<file path="src/rtl/cga_sync_separator.sv">
// cga_sync_separator
// Separates sync from a 7-bit digital CGA composite stream sampled at 14.318 MHz.
// Regenerates a fixed-width hsync, detects the vertical interval from long
// sync-tip runs, gates the colour-burst window and measures burst swing, and
// tracks line-timing lock.
//
// Ports
//   clk           : system clock (single clock domain)
//   reset         : asynchronous, active-high reset
//   sample_en     : one-clk strobe per composite sample; all state advances on it
//   comp_in[6:0]  : composite level
//   hsync_out     : regenerated horizontal sync, HS_WIDTH samples, active high
//   vsync_out     : vertical sync, active high
//   frame_start   : one-clk pulse on the vsync_out rising edge
//   burst_gate    : high inside the colour-burst window
//   color_present : colour burst seen in the last completed gate
//   sync_lock     : stable line timing detected
//   line_count    : lines since the last vsync (saturating)
module cga_sync_separator #(
  parameter logic [6:0] SYNC_THRESH = 7'd15,
  parameter int         HS_WIDTH    = 64,
  parameter int         HS_MIN      = 16,
  parameter int         VS_MIN      = 256,
  parameter int         LINE_MIN    = 880,
  parameter int         LINE_MAX    = 944,
  parameter int         BURST_START = 8,
  parameter int         BURST_LEN   = 32,
  parameter logic [6:0] BURST_AMP   = 7'd16
) (
  input  logic       clk,
  input  logic       reset,
  input  logic       sample_en,
  input  logic [6:0] comp_in,
  output logic       hsync_out,
  output logic       vsync_out,
  output logic       frame_start,
  output logic       burst_gate,
  output logic       color_present,
  output logic       sync_lock,
  output logic [9:0] line_count
);

  localparam logic [9:0] C_SAT       = 10'h3FF;
  localparam logic [9:0] C_HS_LAST   = 10'(HS_WIDTH - 1);
  localparam logic [9:0] C_HS_MIN    = 10'(HS_MIN);
  localparam logic [9:0] C_VS_MIN    = 10'(VS_MIN);
  localparam logic [9:0] C_VS_PRE    = 10'(VS_MIN - 1);
  localparam logic [9:0] C_LINE_MIN  = 10'(LINE_MIN);
  localparam logic [9:0] C_LINE_MAX  = 10'(LINE_MAX);
  localparam logic [9:0] C_BST_FIRST = 10'(BURST_START);
  localparam logic [9:0] C_BST_END   = 10'(BURST_START + BURST_LEN);
  localparam logic [9:0] C_BST_LAST  = 10'(BURST_START + BURST_LEN - 1);

  typedef enum logic {S_BLANK, S_TIP} state_t;

  function automatic logic [9:0] sat_inc(input logic [9:0] v);
    return (v == C_SAT) ? v : v + 10'd1;
  endfunction

  state_t     r_state, w_state_nxt;
  logic       r_tip;
  logic [9:0] r_run_cnt, r_line_timer, r_hs_cnt, r_bcnt;
  logic       r_bact, r_first, r_have_ref;
  logic [2:0] r_good;
  logic [6:0] r_min, r_max;

  logic       w_lead, w_trail, w_accept, w_vs_set, w_good_trail, w_vs_nxt;
  logic       w_lt_sat, w_spacing_ok, w_bact, w_gate_nxt, w_gate_fall;
  logic [9:0] w_bidx;
  logic [6:0] w_min, w_max;

  always_comb begin
    w_state_nxt = r_state;
    w_lead      = 1'b0;
    w_trail     = 1'b0;
    case (r_state)
      S_BLANK: if (r_tip) begin
        w_state_nxt = S_TIP;
        w_lead      = 1'b1;
      end
      S_TIP: if (!r_tip) begin
        w_state_nxt = S_BLANK;
        w_trail     = 1'b1;
      end
      default: w_state_nxt = S_BLANK;
    endcase
  end

  // Once locked, leading edges too early in the line are equalising/serration pulses.
  assign w_accept     = w_lead && ((r_line_timer >= C_LINE_MIN) || !sync_lock);
  assign w_vs_set     = (r_state == S_TIP) && r_tip && (r_run_cnt == C_VS_PRE);
  assign w_good_trail = w_trail && (r_run_cnt >= C_HS_MIN);
  assign w_vs_nxt     = w_vs_set ? 1'b1 :
                        (w_good_trail && (r_run_cnt < C_VS_MIN)) ? 1'b0 : vsync_out;
  assign w_lt_sat     = (r_line_timer == C_SAT);
  assign w_spacing_ok = (r_line_timer >= C_LINE_MIN) && (r_line_timer <= C_LINE_MAX);

  // Burst window: index 0 is the trailing-edge sample itself.
  assign w_bact      = w_good_trail || r_bact;
  assign w_bidx      = w_good_trail ? 10'd0 : r_bcnt;
  assign w_gate_nxt  = w_bact && (w_bidx >= C_BST_FIRST) && (w_bidx < C_BST_END) && !w_vs_nxt;
  assign w_gate_fall = burst_gate && !w_gate_nxt;

  // Running extremes include the current gated sample so the falling-edge
  // decision sees the whole window.
  assign w_min = (r_first || (comp_in < r_min)) ? comp_in : r_min;
  assign w_max = (r_first || (comp_in > r_max)) ? comp_in : r_max;

  always_ff @(posedge clk or posedge reset) begin
    if (reset) begin
      r_state       <= S_BLANK;
      r_tip         <= 1'b0;
      r_run_cnt     <= '0;
      r_line_timer  <= '0;
      r_hs_cnt      <= '0;
      r_bcnt        <= '0;
      r_bact        <= 1'b0;
      r_first       <= 1'b1;
      r_have_ref    <= 1'b0;
      r_good        <= '0;
      hsync_out     <= 1'b0;
      vsync_out     <= 1'b0;
      frame_start   <= 1'b0;
      burst_gate    <= 1'b0;
      color_present <= 1'b0;
      sync_lock     <= 1'b0;
      line_count    <= '0;
    end else begin
      frame_start <= 1'b0;
      if (sample_en) begin
        r_state <= w_state_nxt;
        r_tip   <= (comp_in < SYNC_THRESH);

        if (w_lead)
          r_run_cnt <= '0;
        else if ((r_state == S_TIP) && r_tip)
          r_run_cnt <= sat_inc(r_run_cnt);

        r_line_timer <= w_accept ? 10'd0 : sat_inc(r_line_timer);

        // A restart on the expiry sample keeps hsync high.
        if (w_accept) begin
          hsync_out <= 1'b1;
          r_hs_cnt  <= '0;
        end else if (hsync_out) begin
          if (r_hs_cnt == C_HS_LAST)
            hsync_out <= 1'b0;
          r_hs_cnt <= r_hs_cnt + 10'd1;
        end

        vsync_out   <= w_vs_nxt;
        frame_start <= w_vs_set && !vsync_out;

        if (w_vs_set)
          line_count <= '0;
        else if (w_accept)
          line_count <= sat_inc(line_count);

        // The first accepted edge after losing lock is only a timing reference.
        if (w_accept) begin
          if (!r_have_ref) begin
            r_have_ref <= 1'b1;
            r_good     <= '0;
          end else if (w_spacing_ok) begin
            if (r_good >= 3'd3)
              sync_lock <= 1'b1;
            if (r_good != 3'd4)
              r_good <= r_good + 3'd1;
          end else begin
            sync_lock  <= 1'b0;
            r_good     <= '0;
            r_have_ref <= 1'b0;
          end
        end else if (w_lt_sat) begin
          sync_lock  <= 1'b0;
          r_good     <= '0;
          r_have_ref <= 1'b0;
        end

        burst_gate <= w_gate_nxt;
        if (w_bact) begin
          r_bcnt <= w_bidx + 10'd1;
          r_bact <= (w_bidx < C_BST_LAST);
        end
        r_first <= !burst_gate;
        if (w_gate_fall)
          color_present <= ((w_max - w_min) >= BURST_AMP);
      end
    end
  end

  // Burst extremes are pure data; r_first qualifies them.
  always_ff @(posedge clk) begin
    if (sample_en && burst_gate) begin
      r_min <= w_min;
      r_max <= w_max;
    end
  end

endmodule

</file>
<file path="config.mk">
export PLATFORM = sky130hd
export DESIGN_NAME = cga_sync_separator
export DESIGN_NICKNAME = d
export VERILOG_FILES = /design/src/rtl/cga_sync_separator.sv
export SDC_FILE = /design/constraint.sdc
export NUM_CORES = 1
export LEC_CHECK = 0
export BUFFER_PORTS_ARGS = -buffer_cell sky130_fd_sc_hd__buf_2
export CAP_MARGIN = 20
export CORE_MARGIN = 2
export CORE_UTILIZATION = 32
export DETAILED_ROUTE_END_ITERATION = 12
export SLEW_MARGIN = 20
export SYNTH_ARGS = -nofsm -noshare
export SYNTH_HDL_FRONTEND = slang
export SYNTH_SLANG_ARGS = --single-unit
</file>
<file path="constraint.sdc">
create_clock -name clk -period 2.9 [get_ports clk]
set_input_delay 0.58 -clock clk [delete_from_list [all_inputs] [get_ports clk]]
set_output_delay 0.58 -clock clk [all_outputs]
set_load 0.05 [all_outputs]
</file>
Yosys cells after proc, flatten, opt, wreduce, memory -nomap -nowiden
Cells that the tools add are included.
{ "word_totals": {"ff_bits": 78, "output_inout_bits": 16} }
{ "op_classes": {"muxes": 36, "n_reduce_logical": 34, "eq_ne": 12, "n_addsub": 7, "n_lt_le_gt_ge": 12} }
{ "op_table": {"columns": ["operator", "count"], "rows": [
  ["10-bit 2-to-1 mux", 11],
  ["10-bit by 1-bit adder with 10-bit output (second input constant)", 5],
  ["10-bit equality test (second input constant)", 3],
  ["10-bit by 6-bit < comparator with 1-bit output (second input constant)", 2],
  ["1-bit 2-to-1 mux", 18],
  ["3-bit 2-to-1 mux", 5],
  ["7-bit 2-to-1 mux", 2],
  ["1-bit logical AND", 12],
  ["10-bit by 6-bit equality test with 1-bit output (second input constant)", 1],
  ["10-bit by 8-bit equality test with 1-bit output (second input constant)", 1],
  ["10-bit greater-or-equal comparator (second input constant)", 1],
  ["10-bit by 4-bit greater-or-equal comparator with 1-bit output (second input constant)", 1],
  ["10-bit by 5-bit greater-or-equal comparator with 1-bit output (second input constant)", 1],
  ["10-bit <= comparator (second input constant)", 1],
  ["10-bit by 9-bit < comparator with 1-bit output (second input constant)", 1],
  ["2-bit AND reduction", 5],
  ["3-bit AND reduction", 3],
  ["2-bit != test (second input constant)", 4],
  ["2-bit nonzero test", 4],
  ["7-bit by 5-bit greater-or-equal comparator with 1-bit output (second input constant)", 1],
  ["7-bit > comparator", 1],
  ["7-bit by 4-bit < comparator with 1-bit output (second input constant)", 1],
  ["7-bit < comparator", 1],
  ["7-bit subtractor", 1],
  ["8 further kinds", 15]
]} }

Depth between registers and ports, before layout
Gate-level depths: netlist (run 1).
{ "logic_depth": {"word_depth": 11, "mapped_depth": 15} }

Least setup slack after synthesis (run 1)
Ideal clock, no wire load.
{ "synth_path": {"kind": "input port to flip-flop", "from": "input port comp_in[6]", "to": "register color_present", "arrival_time_ps": 2924, "setup_slack_ps": -155, "stages": 13, "path_buffers": 0, "required_time_ps": 2768, "setup_ps": 132, "path_cell_list": "ha_1 -> nand4_1 -> a21o_1 -> a31oi_1 -> nor2_1 -> mux2_2 -> ha_1 -> a21oi_1 -> o21ai_0 -> nand3_1 -> nand2_1 -> xnor2_1 -> a31oi_1"} }
{ "synth_via": {"elab_chain_cells": 5, "elab_cells_between_ends": 8, "cone_classes": "add/sub (1); order compare (3); mux (2); reduce/logical (2)"} }
{ "synth_lines": {"columns": ["item", "line", "source"], "rows": [
  ["start: declaration", "33", "input logic [6:0] comp_in,"],
  ["7-bit > comparator", "107", "assign w_max = (r_first || (comp_in > r_max)) ? comp_in : r_max;"],
  ["1-bit logical OR", "107", null],
  ["7-bit 2-to-1 mux", "107", null],
  ["via w_max[1]", "70", "logic [6:0] w_min, w_max;"],
  ["7-bit subtractor", "187", "color_present <= ((w_max - w_min) >= BURST_AMP);"],
  ["7-bit by 5-bit greater-or-equal comparator with 1-bit output", "187", null],
  ["end signal: assignment", "187", null],
  ["end: declaration", "38", "output logic color_present,"]
]} }
The timed path passes the listed nets, and every way through them passes these cells.
A chain may end at the register's enable or synchronous reset.

Worst setup path in the final report (run 1)
{ "layout_path": {"from": "register r_max[6]", "to": "register color_present"} }
{ "layout_via": {"elab_chain_cells": 5} }
{ "layout_lines": {"columns": ["item", "line", "source"], "rows": [
  ["start: declaration", "65", "logic [6:0] r_min, r_max;"],
  ["start signal: assignment", "196", "r_max <= w_max;"],
  ["7-bit > comparator", "107", null],
  ["1-bit logical OR", "107", null],
  ["7-bit 2-to-1 mux", "107", null],
  ["via w_max[5]", "70", null],
  ["7-bit subtractor", "187", null],
  ["7-bit by 5-bit greater-or-equal comparator with 1-bit output", "187", null]
]} }
The timed path passes the listed nets, and every way through them passes these cells.

==> results of run 1 <==
==> worst max-delay path, cell delays in order, from the launching register on <==
cell and delay (ns):
sky130_fd_sc_hd__edfxtp_1 0.39, sky130_fd_sc_hd__inv_2 0.08, sky130_fd_sc_hd__ha_4 0.28, sky130_fd_sc_hd__nand4_1 0.16, sky130_fd_sc_hd__a21o_1 0.23, sky130_fd_sc_hd__a31oi_4 0.21, sky130_fd_sc_hd__nor2_4 0.10, sky130_fd_sc_hd__buf_6 0.13
sky130_fd_sc_hd__mux2_4 0.31, sky130_fd_sc_hd__ha_4 0.26, sky130_fd_sc_hd__xor2_1 0.16, sky130_fd_sc_hd__o31ai_1 0.26, sky130_fd_sc_hd__a31oi_1 0.11
==> sequential cells by signal (all words and copies together) (netlist names) <==
signal and flops:
r_min 7, r_bcnt 10, line_count 10, color_present 1, sync_lock 1, frame_start 1
r_have_ref 1, burst_gate 1, r_run_cnt 10, r_good 3, r_line_timer 10, r_first 1
vsync_out 1, r_state 1, r_max 7, hsync_out 1, r_hs_cnt 10, r_tip 1
r_bact 1
==> cell usage in the layout, fill, tap and decap left out, drive strengths merged, types with 5 or more instances in the layout <==
cell type and n:
xnor2 10, ha 30, xor2 24, o22ai 5, a21oi 22, and3 12
and4 5, dfrtp 63, edfxtp 14, buf 55, o31ai 7, nand4 18
o21ai 28, clkbuf 12, mux2 8, a31oi 8, nor2 61, inv 33
and2 8, nand2 46, nand3 23
==> layout make-up <==
| class | instances | area, um^2 |
|---|---|---|
| sequential | 78 | 2020 |
| clock inverter | 4 | 48.8 |
| tap | 180 | 225 |
| clock buffer | 12 | 236 |
| multi-input combinational | 357 | 2440 |
| timing repair buffer | 55 | 370 |
| inverter | 33 | 124 |
| fill | 1329 | 8360 |
==> Yosys cell counts, drive strengths merged (2+ instances only) <==
cell type	instances	area share [%]
o21ai	28	3.1
dfrtp	63	35
ha	30	8.3
and3	12	1.7
buf	4	0.58
mux2i	2	0.44
nand4	18	2.5
a31oi	8	1.1
a311o	2	0.44
clkbuf	9	0.75
a21oi	22	2.5
a21o	2	0.33
mux2	8	2.0
and2	8	1.1
a41oi	2	0.81
xnor2	10	1.9
or3	4	0.56
xor2	24	4.7
nand3b	4	0.67
o31ai	7	1.2
nor2	61	5.1
o22ai	5	0.69
a21bo	2	0.44
nor4	2	0.28
nand3	23	2.6
nand2	46	3.8
and4	5	1.1
inv	33	2.7
edfxtp	14	9.3
nor2b	4	0.56
a211oi	3	0.61
nor3	4	0.44
==> per-layer routing <==
layer | track usage [%] | wire, um
met3 | 2.88 | 345
met1 | 18.2 | 4750
met4 | 5.03 | 135
met2 | 22.8 | 4750
met5 | 0 | 0
==> kinds of logic after synthesis <==
family | synth area share (%)
adders and majority gates | 8.33
and+or+nand+nor | 21.1
muxes | 2.44
AOI/OAI and AO/OA | 12.6
buffers and inverters | 4.08
xor gates and xnor gates | 6.61
DFF | 44.9
==> metrics by stage <==
step | power, W | cell area [um^2] | setup TNS (ns)
final | 0.00319 | 5470 | 0
after global placement | 0.00202 | 5030 | -0.204
after floorplan | 0.00186 | 4530 | 0
after global routing | 0.00336 | 5470 | -0.0700
after detailed placement | 0.00207 | 5030 | -0.285
after CTS | 0.00320 | 5340 | 0
==> how the worst min path moves through the flow <==
stage | from | to | slack (ns) | cells past startpoint
2_1_floorplan | r_bcnt[9] | r_bcnt[9] | 0.44 | 1
3_5_place_dp | r_bcnt[9] | r_bcnt[9] | 0.49 | 1
5_1_grt | reset | hsync_out | 0.35 | 3
6_report | reset | hsync_out | 0.30 | 3
3_3_place_gp | r_bcnt[9] | r_bcnt[9] | 0.47 | 1
4_1_cts | reset | r_line_timer[1] | 0.32 | 3
==> power by group <==
group | switching, W | leakage (nW) | total (W) | internal [W]
Combinational | 0.000411 | 1.34 | 0.000648 | 0.000237
Clock | 0.000450 | 0.141 | 0.00112 | 0.000666
Sequential | 0.000170 | 0.987 | 0.00142 | 0.00125
Total | 0.00103 | 2.47 | 0.00319 | 0.00216
==> what timing repair did <==
item                                    CTS  global route
cloned                                    0             0
buffers inserted                          1             4
resized for setup                         1            23
endpoints found under the setup margin    1             1
pin swaps                                 1            15
==> results.cfg, run 1 <==
[layout]
final_layout_size_suffix_gt1_share_pct = 20.0
final_cells = 719
utilization_pct = 39.6
design.final.nets = 574
diodes = 0
areaGrowthSynthToFinish_pct = 21.4

[cts]
cts.sink_count = 78
cts_buffers = 9
tritoncts = done
cts.path.max_buffers = 2
clock_tree.htree_level_count = 3
post_cts_hold_buffer_count = 0
clk_latency_ns = 0.34
worst_path_clk_slew_ns = 0.06
ctsRootBufferMaster = sky130_fd_sc_hd__clkbuf_16

[setup_path]
regToRegEndpoint = color_present
worstSetupStartpointType = flip-flop
crit_path_max_fanout = 5
timing.critical_path.from = r_max[6]
setup.worst_path.end_class = flip-flop
r2r_start = r_max[6]
worst-r2r-setup-slack_ns = 0.09
arrival_ns = 3.03
critPathKind = reg2reg
timing.critical_path.required_ns = 3.12
reg2regPathDepth = 12
endpoint = color_present

[grt]
grt_residual_overflow = 0
grt_max_degree = 65
first_pass_grt_wire_length_mm = 16.6
first_global_vias = 3590
initial_antenna_violation_count = 0
global_route.usage.total_pct = 13.9

[sta]
timing.hold.ws_ns = 0.297
worst_setup_margin_ns = 0.0865
clock_skew_ns = 0.00530
slew_headroom_pct = 67.4
slew_viol_final = 0
grt_setup_unrepaired = yes
achievable-frequency_mhz = 355
layout_min_cycle_time_ns = 2.81
final-hold-violation-count = 0
count_of_endpoints_failing_setup_in_the_final_report = 0
worstMarginPinSlew_ns = 0.484
fin_crit_sh_pct = 97.0

[placement]
detailed_place_hpwl_mm = 7.05
placement.io_buffers = 25
dp_slack_ns = -0.285
dp_cells = 699
globalplace.congestion = 0.816

[routing]
drt_pre_antenna_iters = 7
routed_via_density = 5.09
routed_wire_length_per_instance_um = 13.9
antenna_violating_nets_remaining = 0
number_of_drc_violations_after_detailed_routing_iteration_0 = 290
detail_route.drc_violations = 0
via_count = 3659
wl_mm = 9.98

[job]
max_cap_viols = 0

[synthesis]
ys_types = 50
synth.cell_area_um2 = 4510
synth-async-reset-ratio_pct = 82.1
synth_nets = 521
commonest_register_cell_after_synthesis = sky130_fd_sc_hd__dfrtp_1
postSynthAreaPerCell_um2 = 9.37
ys_warn_count = 0
synth-edff-count = 14
netlist_instances = 481
synth_seq_area_share_pct = 44.9
synth.ff_latch_count = 78

[floorplan]
io_pins = 26
placement_rows = 43
design.die.area_um2 = 15100
die_w_um = 123
initial_core_util_pct = 32.6
fp.coreArea_um2 = 13800
die_y_extent_um = 123

[pwr]
total_leakage_power_nw = 2.47
power.ir.vdd_worst_v = 0.000339
power_density_nw_per_um2 = 583

[outcome]
status = finished clean

[hold_path]
worst_hold_path_type = in2async
No activity file was read; power rests on OpenSTA's default activity.
==> run 2, diff against run 1 <==
--- a/config.mk
+++ b/config.mk
@@ -7,6 +7,7 @@
 export LEC_CHECK = 0
 export BUFFER_PORTS_ARGS = -buffer_cell sky130_fd_sc_hd__buf_2
 export CAP_MARGIN = 20
+export CORE_ASPECT_RATIO = 1.2
 export CORE_MARGIN = 2
 export CORE_UTILIZATION = 32
 export DETAILED_ROUTE_END_ITERATION = 12
==> results.cfg, run 2 (synthesis gave the netlist of run 1 again) <==
[placement]
globalplace.congestion = 0.833
dp_cells = 698
dp_slack_ns = -0.218
placement.io_buffers = 25
detailed_place_hpwl_mm = 7.04

[job]
max_cap_viols = 0

[cts]
cts_buffers = 9
clk_latency_ns = 0.33
ctsRootBufferMaster = sky130_fd_sc_hd__clkbuf_16
cts.path.max_buffers = 2
cts.sink_count = 78
tritoncts = done
clock_tree.htree_level_count = 3
worst_path_clk_slew_ns = 0.06
post_cts_hold_buffer_count = 0

[sta]
fin_crit_sh_pct = 96.2
worst_setup_margin_ns = 0.109
slew_viol_final = 0
slew_headroom_pct = 58.2
clock_skew_ns = 0.00576
final-hold-violation-count = 0
count_of_endpoints_failing_setup_in_the_final_report = 0
layout_min_cycle_time_ns = 2.79
finalSetupTns_ns = 0
achievable-frequency_mhz = 358
worstMarginPinSlew_ns = 0.626

[grt]
first_global_vias = 3741
first_pass_grt_wire_length_mm = 16.9
grt_residual_overflow = 0
grt_max_degree = 31
global_route.usage.total_pct = 13.4
initial_antenna_violation_count = 0

[setup_path]
regToRegEndpoint = color_present
timing.critical_path.slowest_stage_cell = sky130_fd_sc_hd__edfxtp_1
arrival_ns = 2.99
path_common_cell = sky130_fd_sc_hd__ha_4
max_stage_delay_ns = 0.38
critPathKind = reg2reg
setup.worst_path.end_class = flip-flop
cpLargestDelayFamily = compound AO/OA/AOI/OAI gates
worstSetupStartpointType = flip-flop
cp_buf_inv_count = 1
crit_path_cell_trace = inv_2 -> ha_4 -> nand4_1 -> a21o_1 -> a31oi_4 -> nor2_4 -> mux2_4 -> ha_4 -> nand2_1 -> o21ai_2 -> nand3_2 -> nand2_2 -> xnor2_1 -> a31oi_1
crit_path_max_fanout = 6
r2r_start = r_max[6]
timing.critical_path.from = r_max[6]
worst-r2r-setup-slack_ns = 0.11
timing.critical_path.required_ns = 3.10
reg2regPathDepth = 14

[pwr]
total_leakage_power_nw = 2.54
seq_power_share_pct = 41.5
share_comb_of_total_power_pct = 18.8
sum_of_internal_switching_and_leakage_power_w = 0.00342
power_report.internal_total_w = 0.00242
power.ir.vdd_worst_v = 0.000295
power_density_nw_per_um2 = 612
share_clk_of_total_power_pct = 39.7
switchingPower_w = 0.000993
netSwitchingFraction_pct = 29.1

[layout]
final_cells = 719
final_common_cell = sky130_fd_sc_hd__dfrtp_1
utilization_pct = 40.6
multiInputGateArea_um2 = 2440
fill_cells = 1370
areaGrowthSynthToFinish_pct = 23.9
final_layout_size_suffix_gt1_share_pct = 21.2
final_cell_mix = sky130_fd_sc_hd__dfrtp_1, sky130_fd_sc_hd__nor2_1, sky130_fd_sc_hd__nand2_1
diodes = 0
seq_area_um2 = 2020
design.final.nets = 583

[outcome]
status = finished clean

[routing]
wl_mm = 9.70
via_count = 3694
number_of_drc_violations_after_detailed_routing_iteration_0 = 197
drt_pre_antenna_iters = 4
routed_wire_length_per_instance_um = 13.5
detail_route.drc_violations = 0
routed_via_density = 5.14
antenna_violating_nets_remaining = 0

[floorplan]
die_y_extent_um = 134
fp.coreArea_um2 = 13800
initial_core_util_pct = 32.8
design.die.area_um2 = 15100
placement_rows = 47
io_pins = 26
die_w_um = 112

[hold_path]
worst_hold_path_type = in2async
## run 2: cell types whose count changed in the layout (fill, tap and decap cells not counted), sizes merged
cell	change
clkbuf	-2
clkinv	-1
bufinv	+3
buf	+9
## run 2: per-stage QoR
step | hold WS [ns] | cell area, um^2
2_1_floorplan | 0.443 | 4530
3_3_place_gp | 0.474 | 5070
3_5_place_dp | 0.486 | 5070
4_1_cts | 0.351 | 5430
5_1_grt | 0.388 | 5590
6_report | 0.333 | 5590
## run 2: how the worst max path moves through the flow
stage	to	slack, ns	cells past startpoint
global placement	color_present	-0.17	14
floorplan	color_present	0.01	14
CTS	color_present	0.003	13
finish	color_present	0.11	14
global route	color_present	-0.05	14
detailed placement	color_present	-0.22	14
## run 2: area by class of cell
cell class                 count  area share [%]
multi-input combinational    357            43.7
tap                          171            3.83
clock buffer                  10            4.10
timing repair buffer          64            7.55
clock inverter                 6            2.40
inverter                      33            2.22
sequential                    78            36.2
## run 2: power by group through the flow
stage	sequential [W]	combinational [W]	clock, W
final	0.00142	0.000643	0.00136
after global routing	0.00145	0.000731	0.00144
after CTS	0.00142	0.000631	0.00139
after detailed placement	0.00144	0.000624	0
after global placement	0.00143	0.000603	0
after floorplan	0.00151	0.000345	0
## run 2: metal layers
layer | vias to the layer above | share of wire [%] | global-route usage (%)
li1 | 1822 | - | -
met1 | 1805 | 45 | 16.4
met2 | 53 | 51 | 23.9
met3 | 14 | 2.7 | 1.81
met4 | 0 | 1.6 | 5.15
met5 | - | 0 | 0
## run 2: repair_timing
action	CTS	global route
hold endpoints to repair	0	0
endpoints found under the setup margin	0	1
buffers inserted	0	5
resized for setup	0	21
==> run 3, diff against run 2 <==
==> constraint.sdc (replaced) <==
create_clock -name clk -period 3.24 [get_ports clk]
set_input_delay 0.648 -clock clk [delete_from_list [all_inputs] [get_ports clk]]
set_output_delay 0.648 -clock clk [all_outputs]
set_load 0.05 [all_outputs]
==> results.cfg, run 3 (synthesis gave the netlist of run 1 again) <==
[sta]
fin_crit_sh_pct = 93.2
worstMarginPinSlew_ns = 0.805
layout_min_cycle_time_ns = 3.02
slew_viol_final = 0
worst_setup_margin_ns = 0.220
achievable-frequency_mhz = 331
timing.hold.ws_ns = 0.495
count_of_endpoints_failing_setup_in_the_final_report = 0
clock_skew_ns = 0.00740
finalSetupTns_ns = 0
final-hold-violation-count = 0
grt_setup_unrepaired = no
slew_headroom_pct = 46.3

[cts]
clk_latency_ns = 0.33
worst_path_clk_slew_ns = 0.06
cts.path.max_buffers = 2
clock_tree.htree_level_count = 3
cts.sink_count = 78
cts_buffers = 9
post_cts_hold_buffer_count = 0
ctsRootBufferMaster = sky130_fd_sc_hd__clkbuf_16
tritoncts = done

[setup_path]
worst-r2r-setup-slack_ns = 0.27
worstSetupStartpointType = input port
timing.critical_path.slowest_stage_cell = sky130_fd_sc_hd__ha_1
reg2regPathDepth = 14
crit_path_cell_trace = buf_2 -> buf_4 -> ha_1 -> nand3b_1 -> o22ai_1 -> a21oi_1 -> buf_4 -> buf_4 -> a21oi_1 -> ha_1 -> a21oi_1 -> o21ai_0 -> nand3_1 -> nand2_1 -> xnor2_1 -> a31oi_1
arrival_ns = 3.22
timing.critical_path.required_ns = 3.44
crit_path_max_fanout = 10
regToRegEndpoint = color_present
setup.worst_path.end_class = flip-flop
critPathKind = in2reg
max_stage_delay_ns = 0.30
r2r_start = r_max[6]

[pwr]
power_report.internal_total_w = 0.00194
total_leakage_power_nw = 2.39
power_density_nw_per_um2 = 534
netSwitchingFraction_pct = 30.9
share_comb_of_total_power_pct = 19.2
switchingPower_w = 0.000864
share_clk_of_total_power_pct = 35.5
power.ir.vdd_worst_v = 0.000292
seq_power_share_pct = 45.3

[hold_path]
worst_hold_path_type = reg2reg
timing.hold.worst.start = r_bcnt[9]
hold_path_depth = 1
whs_endpoint = r_bcnt[9]

[layout]
areaGrowthSynthToFinish_pct = 16.3
design.final.nets = 566
final_cell_mix = sky130_fd_sc_hd__dfrtp_1, sky130_fd_sc_hd__nor2_1, sky130_fd_sc_hd__nand2_1
diodes = 0
fill_cells = 1400
final_common_cell = sky130_fd_sc_hd__dfrtp_1
final_layout_size_suffix_gt1_share_pct = 14.7

[placement]
globalplace.congestion = 0.861
placement.io_buffers = 25
detailed_place_hpwl_mm = 7.06
dp_slack_ns = -0.169

[job]
max_cap_viols = 0

[grt]
global_route.usage.total_pct = 13.1
first_global_vias = 3601
initial_antenna_violation_count = 0
first_pass_grt_wire_length_mm = 16.4
grt_max_degree = 65
grt_residual_overflow = 0

[routing]
detail_route.drc_violations = 0
routed_wire_length_per_instance_um = 13.8
drt_pre_antenna_iters = 4
antenna_violating_nets_remaining = 0
via_count = 3647
wl_mm = 9.66
number_of_drc_violations_after_detailed_routing_iteration_0 = 228
routed_via_density = 5.20

[floorplan]
fp.coreArea_um2 = 13800
initial_core_util_pct = 32.8
design.die.area_um2 = 15100
placement_rows = 47
die_w_um = 112
io_pins = 26
die_y_extent_um = 134

[outcome]
status = finished clean
## run 3: cell types whose count changed in the layout (fill, tap and decap cells not counted), moves of 3 or more
cell	before	now
sky130_fd_sc_hd__a21oi_1	15	21
sky130_fd_sc_hd__a21oi_2	7	1
sky130_fd_sc_hd__buf_4	38	22
sky130_fd_sc_hd__bufinv_16	4	1
sky130_fd_sc_hd__clkbuf_1	1	5
sky130_fd_sc_hd__ha_1	25	30
sky130_fd_sc_hd__ha_4	5	0
sky130_fd_sc_hd__mux2_2	4	8
sky130_fd_sc_hd__mux2_4	4	0
## run 3: power by group through the flow
| stage | clock network [W] | logic, W | registers (W) |
|---|---|---|---|
| global route | 0.00105 | 0.000614 | 0.00129 |
| CTS | 0.00101 | 0.000547 | 0.00127 |
| detailed placement | 0 | 0.000544 | 0.00128 |
| floorplan | 0 | 0.000307 | 0.00135 |
| global placement | 0 | 0.000520 | 0.00128 |
| finish | 0.000993 | 0.000539 | 0.00127 |
## run 3: routing by layer
layer / wire length, um / vias up / global-route usage (%)
met5: 0 / - / 0
met4: 180 / 0 / 5.76
met3: 261 / 13 / 1.72
met2: 4830 / 64 / 22.8
met1: 4390 / 1783 / 16.4
li1: - / 1787 / -
## run 3: worst max-delay path by stage
| stage | from | to | cells after the start |
|---|---|---|---|
| 5_1_grt | r_max[6] | color_present | 14 |
| 3_3_place_gp | comp_in[2] | color_present | 14 |
| 3_5_place_dp | comp_in[2] | color_present | 14 |
| 6_report | comp_in[6] | color_present | 16 |
| 4_1_cts | r_max[6] | color_present | 14 |
| 2_1_floorplan | comp_in[6] | color_present | 13 |
## run 3: through the flow
step           power [W]  instances  cell area (um^2)  utilization (%)
4_1_cts          0.00282        701              5230             38.0
5_1_grt          0.00295        702              5240             38.1
3_5_place_dp     0.00183        685              4940             35.9
3_3_place_gp     0.00180        685              4940             35.9
2_1_floorplan    0.00166        481              4510                -
6_report         0.00280        702              5240             38.1
## run 3: cell type report
cell class	instances	area, um^2	area share (%)
Clock buffer	15	258	4.92
Sequential cell	78	2020	38.6
Timing Repair Buffer	47	290	5.54
Tap cell	171	214	4.08
Inverter	33	124	2.36
Multi-Input combinational cell	357	2300	43.9
Clock inverter	1	30.0	0.573
## run 3: critical path, delay by kind of cell
family / cells / cell delay, ns
adder cells (fa/ha/maj): 2 / 0.59
AO/OA/AOI/OAI: 6 / 0.90
buffers and inverters: 4 / 0.59
XOR/XNOR: 1 / 0.17
AND/OR/NAND/NOR: 3 / 0.33
## run 3: repair_timing
action,4_1_cts,5_1_grt
gates resized for setup,0,2
setup buffers,0,1
setup endpoints to repair,0,1
